[src/rtl/sw_logic_unit_if.sv]
// Switch/LED bus between the board pins and sw_logic_unit.
// master drives sw_a/btn and reads led/load; slave is the logic unit.
interface sw_logic_unit_if;
    logic [31:0] sw_a;
    logic        btn;
    logic [31:0] led;
    logic        load;

    modport master (
        output sw_a,
        output btn,
        input  led,
        input  load
    );

    modport slave (
        input  sw_a,
        input  btn,
        output led,
        output load
    );
endinterface

[src/rtl/sw_logic_unit.sv]
// Switch/LED logic unit: sync + debounce switches and button, latch
// op(a,b) on each press, show result and press count on the LEDs.
// Ports: clk, rst (async, active-high), bus (sw_logic_unit_if.slave):
//   sw_a[31:0] in  : a=[W-1:0], b=[2W-1:W], op=[2W+1:2W]
//   btn        in  : load button
//   led[31:0]  out : [W-1:0]=result, [31:24]=press counter
//   load       out : one-cycle pulse per accepted press
// Optional feature macro: SW_LIVE_EN (result also follows the
// debounced switches without a press).

module sw_logic_unit_deb #(
    parameter int N          = 1,
    parameter int DEB_CYCLES = 1000
) (
    input  logic         clk,
    input  logic         rst,
    input  logic [N-1:0] din,
    output logic [N-1:0] dout
);
    localparam int CW = $clog2(DEB_CYCLES);
    localparam logic [CW-1:0] CNT_MAX = CW'(DEB_CYCLES - 1);

    logic [N-1:0]  s1;
    logic [N-1:0]  s2;
    logic [N-1:0]  cand;
    logic [CW-1:0] cnt;

    // Any change of s2 restarts the count; the counter
    // saturates so stable keeps reloading the same cand.
    always_ff @(posedge clk or posedge rst) begin
        if (rst) begin
            s1   <= '0;
            s2   <= '0;
            cand <= '0;
            cnt  <= '0;
            dout <= '0;
        end else begin
            s1 <= din;
            s2 <= s1;
            if (s2 != cand) begin
                cand <= s2;
                cnt  <= '0;
            end else if (cnt == CNT_MAX) begin
                dout <= cand;
            end else begin
                cnt <= cnt + 1'b1;
            end
        end
    end
endmodule

module sw_logic_unit #(
    parameter int WIDTH      = 4,
    parameter int DEB_CYCLES = 1000,
    parameter bit ACTIVE_LOW = 1'b1
) (
    input logic             clk,
    input logic             rst,
    sw_logic_unit_if.slave  bus
);
    localparam int NW = 2 * WIDTH + 2;

    logic [31:0]      sw_pin;
    logic             btn_pin;
    logic [NW-1:0]    sw_stable;
    logic [0:0]       btn_stable;
    logic             btn_d;
    logic             load_q;
    logic             live_upd;
    logic [WIDTH-1:0] op_a;
    logic [WIDTH-1:0] op_b;
    logic [1:0]       op_sel;
    logic [WIDTH-1:0] op_res;
    logic [WIDTH-1:0] result;
    logic [7:0]       presses;
    logic [31:0]      led_logic;

    assign sw_pin  = ACTIVE_LOW ? ~bus.sw_a : bus.sw_a;
    assign btn_pin = ACTIVE_LOW ? ~bus.btn : bus.btn;

    // Switch bits above the op field carry nothing.
    if (NW < 32) begin : g_hi
        logic unused_hi;
        assign unused_hi = ^sw_pin[31:NW];
    end

    sw_logic_unit_deb #(
        .N          (NW),
        .DEB_CYCLES (DEB_CYCLES)
    ) u_sw_deb (
        .clk  (clk),
        .rst  (rst),
        .din  (sw_pin[NW-1:0]),
        .dout (sw_stable)
    );

    sw_logic_unit_deb #(
        .N          (1),
        .DEB_CYCLES (DEB_CYCLES)
    ) u_btn_deb (
        .clk  (clk),
        .rst  (rst),
        .din  (btn_pin),
        .dout (btn_stable)
    );

    assign op_a   = sw_stable[WIDTH-1:0];
    assign op_b   = sw_stable[2*WIDTH-1:WIDTH];
    assign op_sel = sw_stable[NW-1:2*WIDTH];

    always_comb begin
        op_res = '0;
        unique case (1'b1)
            (op_sel == 2'b00): op_res = op_a & op_b;
            (op_sel == 2'b01): op_res = op_a | op_b;
            (op_sel == 2'b10): op_res = op_a ^ op_b;
            (op_sel == 2'b11): op_res = ~op_a;
        endcase
    end

`ifdef SW_LIVE_EN
    logic [NW-1:0] sw_stable_d;

    // Reload one edge after the debounced switches change.
    always_ff @(posedge clk or posedge rst) begin
        if (rst) begin
            sw_stable_d <= '0;
        end else begin
            sw_stable_d <= sw_stable;
        end
    end

    assign live_upd = (sw_stable != sw_stable_d);
`else
    assign live_upd = 1'b0;
`endif

    always_ff @(posedge clk or posedge rst) begin
        if (rst) begin
            btn_d   <= 1'b0;
            load_q  <= 1'b0;
            result  <= '0;
            presses <= '0;
        end else begin
            btn_d  <= btn_stable[0];
            load_q <= btn_stable[0] & ~btn_d;
            if (load_q || live_upd) begin
                result <= op_res;
            end
            if (load_q) begin
                presses <= presses + 8'd1;
            end
        end
    end

    assign led_logic = {presses, {(24 - WIDTH){1'b0}}, result};
    assign bus.led   = ACTIVE_LOW ? ~led_logic : led_logic;
    assign bus.load  = load_q;
endmodule
[src/flat_wrapper.sv]
// flat-port wrapper written by rule: the top's interface ports become plain ports
module sw_logic_unit_flat 
#(
    parameter int WIDTH      = 4,
    parameter int DEB_CYCLES = 1000,
    parameter bit ACTIVE_LOW = 1'b1
)
  (clk, rst, bus_sw_a, bus_btn, bus_led, bus_load);
  sw_logic_unit_if bus_i ();
  input logic clk;
  input logic rst;
  input wire logic [$bits(bus_i.sw_a)-1:0] bus_sw_a;
  input wire logic [$bits(bus_i.btn)-1:0] bus_btn;
  output wire logic [$bits(bus_i.led)-1:0] bus_led;
  output wire logic [$bits(bus_i.load)-1:0] bus_load;
  assign bus_i.sw_a = bus_sw_a;
  assign bus_i.btn = bus_btn;
  assign bus_led = bus_i.led;
  assign bus_load = bus_i.load;
  sw_logic_unit #(.WIDTH(WIDTH), .DEB_CYCLES(DEB_CYCLES), .ACTIVE_LOW(ACTIVE_LOW)) u_core (.clk(clk), .rst(rst), .bus(bus_i));
endmodule
[config.mk]
export PLATFORM = sky130hd
export DESIGN_NAME = sw_logic_unit_flat
export DESIGN_NICKNAME = d
export VERILOG_FILES = /design/src/rtl/sw_logic_unit_if.sv /design/src/rtl/sw_logic_unit.sv /design/src/flat_wrapper.sv
export SDC_FILE = /design/constraint.sdc
export NUM_CORES = 1
export LEC_CHECK = 0
export CORE_AREA = 2 2 84 86
export CTS_BUF_LIST = sky130_fd_sc_hd__clkbuf_4
export DETAILED_ROUTE_END_ITERATION = 6
export DIE_AREA = 0 0 86 88
export PLACE_DENSITY = 0.83
export SLEW_MARGIN = 20
export SYNTH_ARGS = -nofsm -noshare
export SYNTH_HDL_FRONTEND = slang
export SYNTH_SLANG_ARGS = --single-unit
[constraint.sdc]
create_clock -name clk -period 2.95 [get_ports clk]
set_input_delay 0.295 -clock clk [delete_from_list [all_inputs] [get_ports clk]]
set_output_delay 0.295 -clock clk [all_outputs]
set_load 0.005 [all_outputs]
* After elaboration in Yosys (flattened, before gate mapping)
Index checks and enable logic that the tools add are counted.
** Word-level totals
- Bits in registers :: 78
- Bits in latches :: 0
- RAM bits :: 0
- ROM bits :: 0
- Output and inout port bits :: 33
- Logic and storage cells :: 45
- Memories :: 0
** Operators by class
- $add $sub $neg :: 3
- $mul :: 0
- Divide/modulo/power cells :: 0
- $lt $le $gt $ge :: 0
- Eq/ne operators :: 9
- Shift-type cells :: 0
- Mux-type cells :: 5
- Bitwise operators :: 11
- Reductions and logical operators :: 3
** Operators with widths (count)
- 10-bit 2-to-1 mux :: 4
- 32-bit NOT :: 1
- 10-bit by 1-bit adder with 10-bit output (second input constant) :: 2
- 10-bit equality test (second input constant) :: 2
- 4-bit case mux with 4 select lines :: 1
- 10-bit inequality test :: 1
- 10-bit NOT :: 1
- 8-bit by 1-bit adder with 8-bit output (second input constant) :: 1
- 4-bit bitwise AND :: 1
- 2-bit equality test (second input constant) :: 2
- 2-bit inequality test (second input constant) :: 2
- 1-bit NOT :: 4
- 4-bit NOT :: 1
- 4-bit bitwise OR :: 1
- 2-bit AND reduction :: 2
- 4-bit bitwise XOR :: 1
- 2-bit by 1-bit equality test with 1-bit output (second input constant) :: 1
- 2-bit zero test :: 1
- 1-bit bitwise AND :: 1
- 1-bit inequality test :: 1

* Longest topological paths before layout
Gate-level depths: netlist of run 1.
- Depth in word-level cells :: 3
- Gate-level depth with buffers :: 6
- Depth with buffers taken out :: 6

* Cells and area by module
A second synthesis of run 1 with hierarchy kept.
** Unflattened totals
- Cell total of the unflattened synthesis :: 308
- Area total of the unflattened synthesis :: 3485.8 um2
** Modules (own cells, without submodules)
- sw_logic_unit_deb at u_core.u_sw_deb :: instances 1, cells each 123, area an instance 1771.7 um2, sequential area each 1251.2 um2
- sw_logic_unit :: instances 1, cells each 120, area an instance 1029.7 um2, sequential area each 350.3 um2
- sw_logic_unit_deb at u_core.u_btn_deb :: instances 1, cells each 65, area an instance 684.4 um2, sequential area each 350.3 um2

* Worst setup path after synthesis of run 1
No wires, ideal clock.
- Kind :: reg-to-reg
- From :: reg u_core.u_sw_deb.cnt[0]
- To :: reg u_core.u_sw_deb.dout[0]
- Library setup time :: 0.125 ns
- Data arrival time :: 1.609 ns
- Data required time :: 2.825 ns
- Slack :: 1.216 ns
- Stages on the path, launching flop included :: 7
- Clock period less this slack :: 1.734 ns
- Cell sequence :: dfrtp_1 ha_1 and2_0 and4_1 and4_4 buf_12 mux2_4
** On the way
- Word-level cells in the longest chain between the ends :: 2
** RTL lines
- from (decl) :: RTL line sw_logic_unit.sv:26 : logic [CW-1:0] cnt;
- from (signal assigned) :: RTL line sw_logic_unit.sv:46 : cnt <= cnt + 1'b1;
- 10-bit equality test :: RTL line sw_logic_unit.sv:43 : end else if (cnt == CNT_MAX) begin
- 2-bit AND reduction (no source line)
- to (signal assigned) :: RTL line sw_logic_unit.sv:44 : dout <= cand;
- to (decl) :: RTL line sw_logic_unit.sv:18 : output logic [N-1:0] dout
No other way between the ends.
A chain may end at the register's enable or synchronous reset.

* Worst setup path after layout of run 1
- From :: reg u_core.load_q, in the netlist u_core.bus.load
- To :: out bus_load
** RTL lines
- from (decl) :: RTL line sw_logic_unit.sv:68 : logic load_q;
- from (signal assigned) :: RTL line sw_logic_unit.sv:146 : load_q <= btn_stable[0] & ~btn_d;
- to (decl) :: RTL line flat_wrapper.sv:15 : output wire logic [$bits(bus_i.load)-1:0] bus_load;
No word-level cell between the ends.

==> results by group, run 1 <==
STA
  – Maximum clock frequency: 526 MHz
  – Unrepaired setup endpoints after global routing: false
  – TNS Setup: 0 ps
  – Final Hold Viols: 0
  – Relative slew slack: 0.509
  – Setup-failing EPs final: 0
  – Final WS setup: 1050 ps
  – Min Tclk post-route: 1900 ps
  – Crit share post-route: 0.644
  – Worst hold margin: 233 ps
  – Clock Skew: 12.7 ps
  – Pins over their slew limit: 0
  – Worst-margin pin slew: 733 ps

Pwr
  – Clk pwr share: 0.375
  – Maximum VDD drop: 0.330 mV
  – Pint: 0.00148 W
  – PD cells: 502 nW/µm²
  – Comb pwr share: 0.041
  – Net Sw Power: 0.000437 W
  – Sequential share of power: 0.584
  – Switching share of total power: 0.228
  – Lkg Pwr: 1.76 nW

Clocking
  – Clock transition at path regs: 120 ps
  – Num CTS Buffers: 9
  – Setup Fix Bufs, Post-CTS: 0
  – H-tree levels: 3
  – CTS root buffer: clkbuf_4
  – CTS resizes: 0
  – Worst-case clock buffer depth: 2
  – Clk_lat worst skew: 430 ps
  – CTS tree: done
  – Clock sink count: 78
  – Cts hold-fix bufs: 0

Floorplanning
  – Die Span Y: 88 µm
  – Die area: 7570 µm²
  – Initial core utilization: 0.515
  – Total core area: 6640 µm²
  – Num rows: 30
  – Top-Level Pins: 68
  – Die W: 86 µm

Finish
  – Layout cell share with drive strength beyond 1: 0.109
  – Finished Cell Area: 3810 µm²
  – Final #Nets: 363
  – FF+latch area: 1950 µm²
  – Area occupied by multi-input gates: 1180 µm²
  – Fillers: 550
  – Fin util: 0.574
  – Ant diodes: 0
  – Area Overhead vs Synth: 11.4%

Drt
  – DRC viols: 0
  – Avg WL per Cell: 11.7 µm
  – Detailed Route Iter0 Violations: 138
  – ANT nets after route: 0
  – First-pass iteration count of the detailed router: 4
  – Via density: 4.79
  – Total wire length: 4.72 mm
  – Via count: 1924

Flow run
  – Max_cap viols: 0

Place
  – Dpl hpwl: 3.31 mm
  – IO Port Bufs: 25
  – Cell Area, Placed: 3650 µm²
  – Pre-CTS WS: 1090 ps
  – Routability cong.: 0.798

Critical path
  – Largest delay share family, worst path: flip-flops
  – Reg-to-reg endpoint: u_core.u_sw_deb.dout[1]
  – Worst path cell trace: clkdlybuf4s50_1
  – CP max stage cell: dfrtp_1
  – CP max FO: 15
  – Worst reg2reg path depth: 5
  – Setup Crit Path Kind: reg -> out
  – CP bufs+invs: 1
  – WP data required: 2650 ps
  – RR Startpoint: u_core.u_sw_deb.cnt[0]
  – Worst EP arrival: 1600 ps
  – Max incr delay on CP: 600 ps
  – CP Launch Type: flop
  – Worst setup EP type: primary output
  – R2R Setup Slk: 1070 ps

Yosys
  – Synthesized flop and latch total: 78
  – YS warnings: 0
  – Synth area leader: dfrtp_1
  – Syn Inst Count: 294
  – Synth unique cells: 30
  – Post-synth top area share: 0.570
  – Post-synthesis sequential area ratio: 0.570
  – Avg Synthesized Cell Area: 11.6 µm²
  – Synth area leaders: dfrtp_1 57%, buf_4 4.4%, mux2_4 4.4%
  – Mapped cell area: 3420 µm²

Global route
  – Largest net degree at the start of global routing: 79
  – Antenna violations before repair: 0
  – Grt ovf: 0
  – Tot GR Track Use: 0.142
  – First-pass GRT wire length: 8.14 mm
  – Vias in the first global route: 1812

Outcome
  – Status: finished clean

Worst hold path
  – Hold Path Class: in -> async
state kept, by name, indices dropped and copies added, names as in the netlist, 4 cells and up:
register,flops
u_core.u_btn_deb.cnt,10
u_core.u_sw_deb.cand,10
u_core.u_sw_deb.cnt,10
u_core.u_sw_deb.dout,10
u_core.u_sw_deb.s1,10
u_core.u_sw_deb.s2,10
u_core.presses,8
u_core.result,4
Yosys cell counts, drive strengths merged:
cell type   n
a21oi       5
a31oi       1
and2        1
and4        3
buf        21
clkbuf     12
conb        1
dfrtp      78
ha         11
inv        39
mux2       10
mux2i       2
mux4        4
nand2      16
nand3       6
nand4       5
nor2       22
nor2b       1
nor3       10
nor4        4
o21ai       6
o41ai       1
or3         3
or3b        1
xnor2      15
xor2       16
cell families after synthesis:
| kind of cell | share of synthesized area |
|---|---|
| flip-flops | 0.570 |
| other | 0.00110 |
| multiplexers | 0.0761 |
| buffers and inverters | 0.106 |
| adder cells (fa/ha/maj) | 0.0402 |
| XOR/XNOR | 0.0793 |
| AO/OA/AOI/OAI | 0.0205 |
| AND/OR/NAND/NOR | 0.107 |
worst min-delay path, cell delays in order:
cell	delay, ps
clkdlybuf4s50_1	410
inv_2	70
buf_12	320
through the flow:
stage / cells / power (W)
floorplan: 313 / 0.00121
global placement: 386 / 0.00122
detailed placement: 386 / 0.00122
CTS: 402 / 0.00194
global route: 402 / 0.00201
finish: 402 / 0.00191
how the worst max path moves through the flow:
stage                                      start                      end  cells past startpoint
after floorplan                              rst             u_core.btn_d                      1
after global placement    u_core.u_sw_deb.cnt[0]  u_core.u_sw_deb.dout[1]                      5
after detailed placement  u_core.u_sw_deb.cnt[0]  u_core.u_sw_deb.dout[1]                      5
after CTS                        u_core.bus.load                 bus_load                      1
after global routing             u_core.bus.load                 bus_load                      1
final                            u_core.bus.load                 bus_load                      1
final cells by class:
class,count,share of cell area
Sequential cell,78,0.512
Inverter,39,0.0384
Multi-Input combinational cell,163,0.309
Tap cell,80,0.0262
Timing Repair Buffer,26,0.0709
Clock buffer,9,0.0177
Clock inverter,7,0.0256
layout by cell type (no fill, tap or decap), drive strengths merged, types with 2 or more instances in the layout:
master / n
dfrtp: 78
inv: 40
clkdlybuf4s50: 25
nor2: 22
conb: 20
xor2: 16
nand2: 16
xnor2: 15
ha: 11
mux2: 10
nor3: 10
clkbuf: 9
nand3: 6
o21ai: 6
nand4: 5
a21oi: 5
mux4: 4
nor4: 4
or3: 3
and4: 3
clkinv: 3
mux2i: 2
bufinv: 2
power by group through the flow:
stage,Clock (W),Combinational (W),Sequential (W)
floorplan,0,0.0000748,0.00113
global placement,0,0.0000791,0.00114
detailed placement,0,0.0000807,0.00114
CTS,0.000743,0.0000812,0.00112
global route,0.000791,0.0000936,0.00112
finish,0.000717,0.0000789,0.00112
per-layer routing:
metal  routed length (µm)  track usage  up-vias
met3                  231       0.0481       10
met4                   99       0.0736        0
met1                 2120        0.175      920
met5                    0            0        -
met2                 2270        0.223       47
li1                     -            -      947
(Power assumes the default switching activity.)
==> run 2: changes to the inputs <==
--- a/config.mk
+++ b/config.mk
@@ -5,11 +5,11 @@
 export SDC_FILE = /design/constraint.sdc
 export NUM_CORES = 1
 export LEC_CHECK = 0
-export CORE_AREA = 2 2 84 86
+export CORE_AREA = 2 2 88 90
 export CTS_BUF_LIST = sky130_fd_sc_hd__clkbuf_4
 export DETAILED_ROUTE_END_ITERATION = 6
-export DIE_AREA = 0 0 86 88
-export PLACE_DENSITY = 0.83
+export DIE_AREA = 0 0 90 92
+export PLACE_DENSITY = 0.79
 export SLEW_MARGIN = 20
 export SYNTH_ARGS = -nofsm -noshare
 export SYNTH_HDL_FRONTEND = slang
==> constraint.sdc (replaced) <==
create_clock -name clk -period 1.6 [get_ports clk]
set_input_delay 0.16 -clock clk [delete_from_list [all_inputs] [get_ports clk]]
set_output_delay 0.16 -clock clk [all_outputs]
set_load 0.005 [all_outputs]
==> results by group, run 2 (synthesis results as in run 1) <==
Outcome
  – Status: finished with violations
  – Violated checks: setup timing

Critical path
  – CP Launch Type: flop
  – Worst path cell trace: xor2_1 -> nor4_2 -> and4_4 -> mux2_4
  – Crit path to: u_core.u_sw_deb.dout[1]
  – Worst reg2reg path depth: 4 (-1)
  – Max incr delay on CP: 410 ps (-190 ps)
  – Critical path origin: u_core.u_sw_deb.cand[1]
  – Reg-to-reg endpoint: u_core.u_sw_deb.dout[1]
  – RR Startpoint: u_core.u_sw_deb.cand[1]
  – Worst setup EP type: flop
  – Setup Crit Path Kind: reg -> reg
  – R2R Setup Slk: -100 ps (-1170 ps)
  – CP max FO: 5 (-10)
  – CP max stage cell: dfrtp_1
  – Worst EP arrival: 2000 ps (+400 ps)
  – WP data required: 1900 ps (-750 ps)

Clocking
  – CTS root buffer: clkbuf_4
  – Cts hold-fix bufs: 0 (unchanged)
  – CTS tree: done
  – Clk_lat worst skew: 410 ps (-20 ps)
  – Worst-case clock buffer depth: 2 (unchanged)
  – H-tree levels: 3 (unchanged)
  – Num CTS Buffers: 9 (unchanged)
  – Clock transition at path regs: 130 ps (about the same)
  – Clock sink count: 78 (unchanged)

Pwr
  – Sequential share of power: 0.588 (+0.004)
  – Comb pwr share: 0.049 (+0.008)
  – Pwr Total: 0.00350 W (+83%)
  – Clk pwr share: 0.364 (-0.011)
  – PD cells: 848 nW/µm² (+69%)
  – Maximum VDD drop: 0.459 mV (+39%)
  – Net Sw Power: 0.000777 W (+78%)
  – Lkg Pwr: 1.94 nW (+10%)
  – Pint: 0.00273 W (+85%)
  – Switching share of total power: 0.222 (-0.00655)

Drt
  – Detailed Route Iter0 Violations: 94 (-32%)
  – DRC viols: 0 (unchanged)
  – ANT nets after route: 0 (unchanged)
  – Total wire length: 4.82 mm (+2.2%)
  – Via density: 4.37 (-8.7%)
  – First-pass iteration count of the detailed router: 4 (unchanged)
  – M1 wire length: 2.28 mm (+7.7%)
  – Met2 Routed Length: 2.28 mm (+0.35%)
  – Via count: 2002 (+4.1%)
  – Max Used Layer: met4
  – Avg WL per Cell: 10.5 µm (-10%)
  – Met3 routed wirelength: 155 µm (-33%)

STA
  – Pins over their slew limit: 0 (unchanged)
  – Min Tclk post-route: 1700 ps
  – Final Hold Viols: 0 (unchanged)
  – Setup-failing EPs final: 10 (+10)
  – Clock Skew: 19.2 ps (+6.46 ps)
  – Maximum clock frequency: 590 MHz
  – TNS Setup: -907 ps (-907 ps)
  – Crit share post-route: 1.06
  – Final WS setup: -95.3 ps (-1150 ps)
  – Unrepaired setup endpoints after global routing: true

Finish
  – Layout cell share with drive strength beyond 1: 0.205 (+0.0964)
  – Most common cell after layout, fill and taps aside: dfrtp_1
  – Fin util: 0.555 (-0.0194)
  – Area Overhead vs Synth: 20.7%
  – Ant diodes: 0 (unchanged)
  – Finished Cell Area: 4130 µm² (+8.3%)
  – Final instance count without filler cells: 458 (+14%)
  – Most frequent cells in the layout: 78 x dfrtp_1, 36 x inv_1, 32 x buf_4, 22 x nor2_1, 20 x conb_1
  – Final #Nets: 397 (+9.4%)

Worst hold path
  – Hold Path Class: in -> async

Place
  – Cell Area, Placed: 3850 µm² (+5.5%)
  – Inst Count DP: 430 (+11%)
  – IO Port Bufs: 25 (unchanged)
  – Routability cong.: 0.729 (-8.6%)
  – Dpl hpwl: 3.31 mm (-0.12%)

Floorplanning
  – Initial core utilization: 0.460 (-0.0556)
  – Die area: 8280 µm² (+9.4%)
  – Die W: 90 µm (+4.7%)
  – Die Span Y: 92 µm (+4.5%)
  – Total core area: 7450 µm² (+12%)
  – Top-Level Pins: 68 (unchanged)
  – Num rows: 32 (+6.7%)

Global route
  – Antenna violations before repair: 0 (unchanged)
  – First-pass GRT wire length: 8.38 mm (+3.0%)
  – Largest net degree at the start of global routing: 79 (unchanged)
  – Tot GR Track Use: 0.126 (-0.0155)
  – Vias in the first global route: 1941 (+7.1%)
  – Grt ovf: 0 (unchanged)

Flow run
  – Max_cap viols: 0 (unchanged)
-- run 2: routing by layer --
layer / GRT usage / vias to the layer above
li1: - / 1014
met1: 0.158 / 944
met2: 0.204 / 36
met3: 0.0263 / 8
met4: 0.0731 / 0
met5: 0 / -
-- run 2: stage by stage --
step | worst slack, ps | hold WS [ps]
after floorplan | -41.1 | 219
after global placement | -129 | 332
after detailed placement | -135 | 335
after CTS | -128 | 182
after global routing | -184 | 189
final | -95.3 | 188
-- run 2: critical path: cells and delay by family (launching register included) --
kind          cells  cell delay [ps]
simple gates      2              710
xor+xnor          1              170
flops             1              410
mux               1              310
-- run 2: worst min-delay path by stage --
stage / startpoint / endpoint
floorplan: bus_btn / u_core.u_btn_deb.s1
global placement: u_core.u_sw_deb.s1[8] / u_core.u_sw_deb.s2[8]
detailed placement: u_core.u_sw_deb.s1[3] / u_core.u_sw_deb.s2[3]
CTS: rst / u_core.u_btn_deb.cnt[2]
global route: bus_sw_a[3] / u_core.u_sw_deb.s1[3]
finish: rst / u_core.u_btn_deb.cnt[2]
-- run 2: timing repair --
action                     CTS  global route
resized for setup            3             9
setup buffers                3             8
gates cloned                 1             0
pin swaps                    4             5
setup endpoints to repair   14            21
-- run 2: cell type report --
| type | instances | area, µm² |
|---|---|---|
| clock buffers | 9 | 67.6 |
| clock inverters | 7 | 88.8 |
| fillers | 650 | 3320 |
| inverters | 39 | 150 |
| multi-input cells | 164 | 1210 |
| flip-flops and latches | 78 | 1950 |
| well taps | 102 | 128 |
| repair buffers | 59 | 537 |
-- run 2: power groups by stage --
stage | Combinational [W] | Sequential [W] | Clock [W]
final | 0.000171 | 0.00206 | 0.00127
after global routing | 0.000198 | 0.00207 | 0.00140
after CTS | 0.000169 | 0.00206 | 0.00132
after detailed placement | 0.000164 | 0.00210 | 0
after global placement | 0.000160 | 0.00209 | 0
after floorplan | 0.000138 | 0.00209 | 0
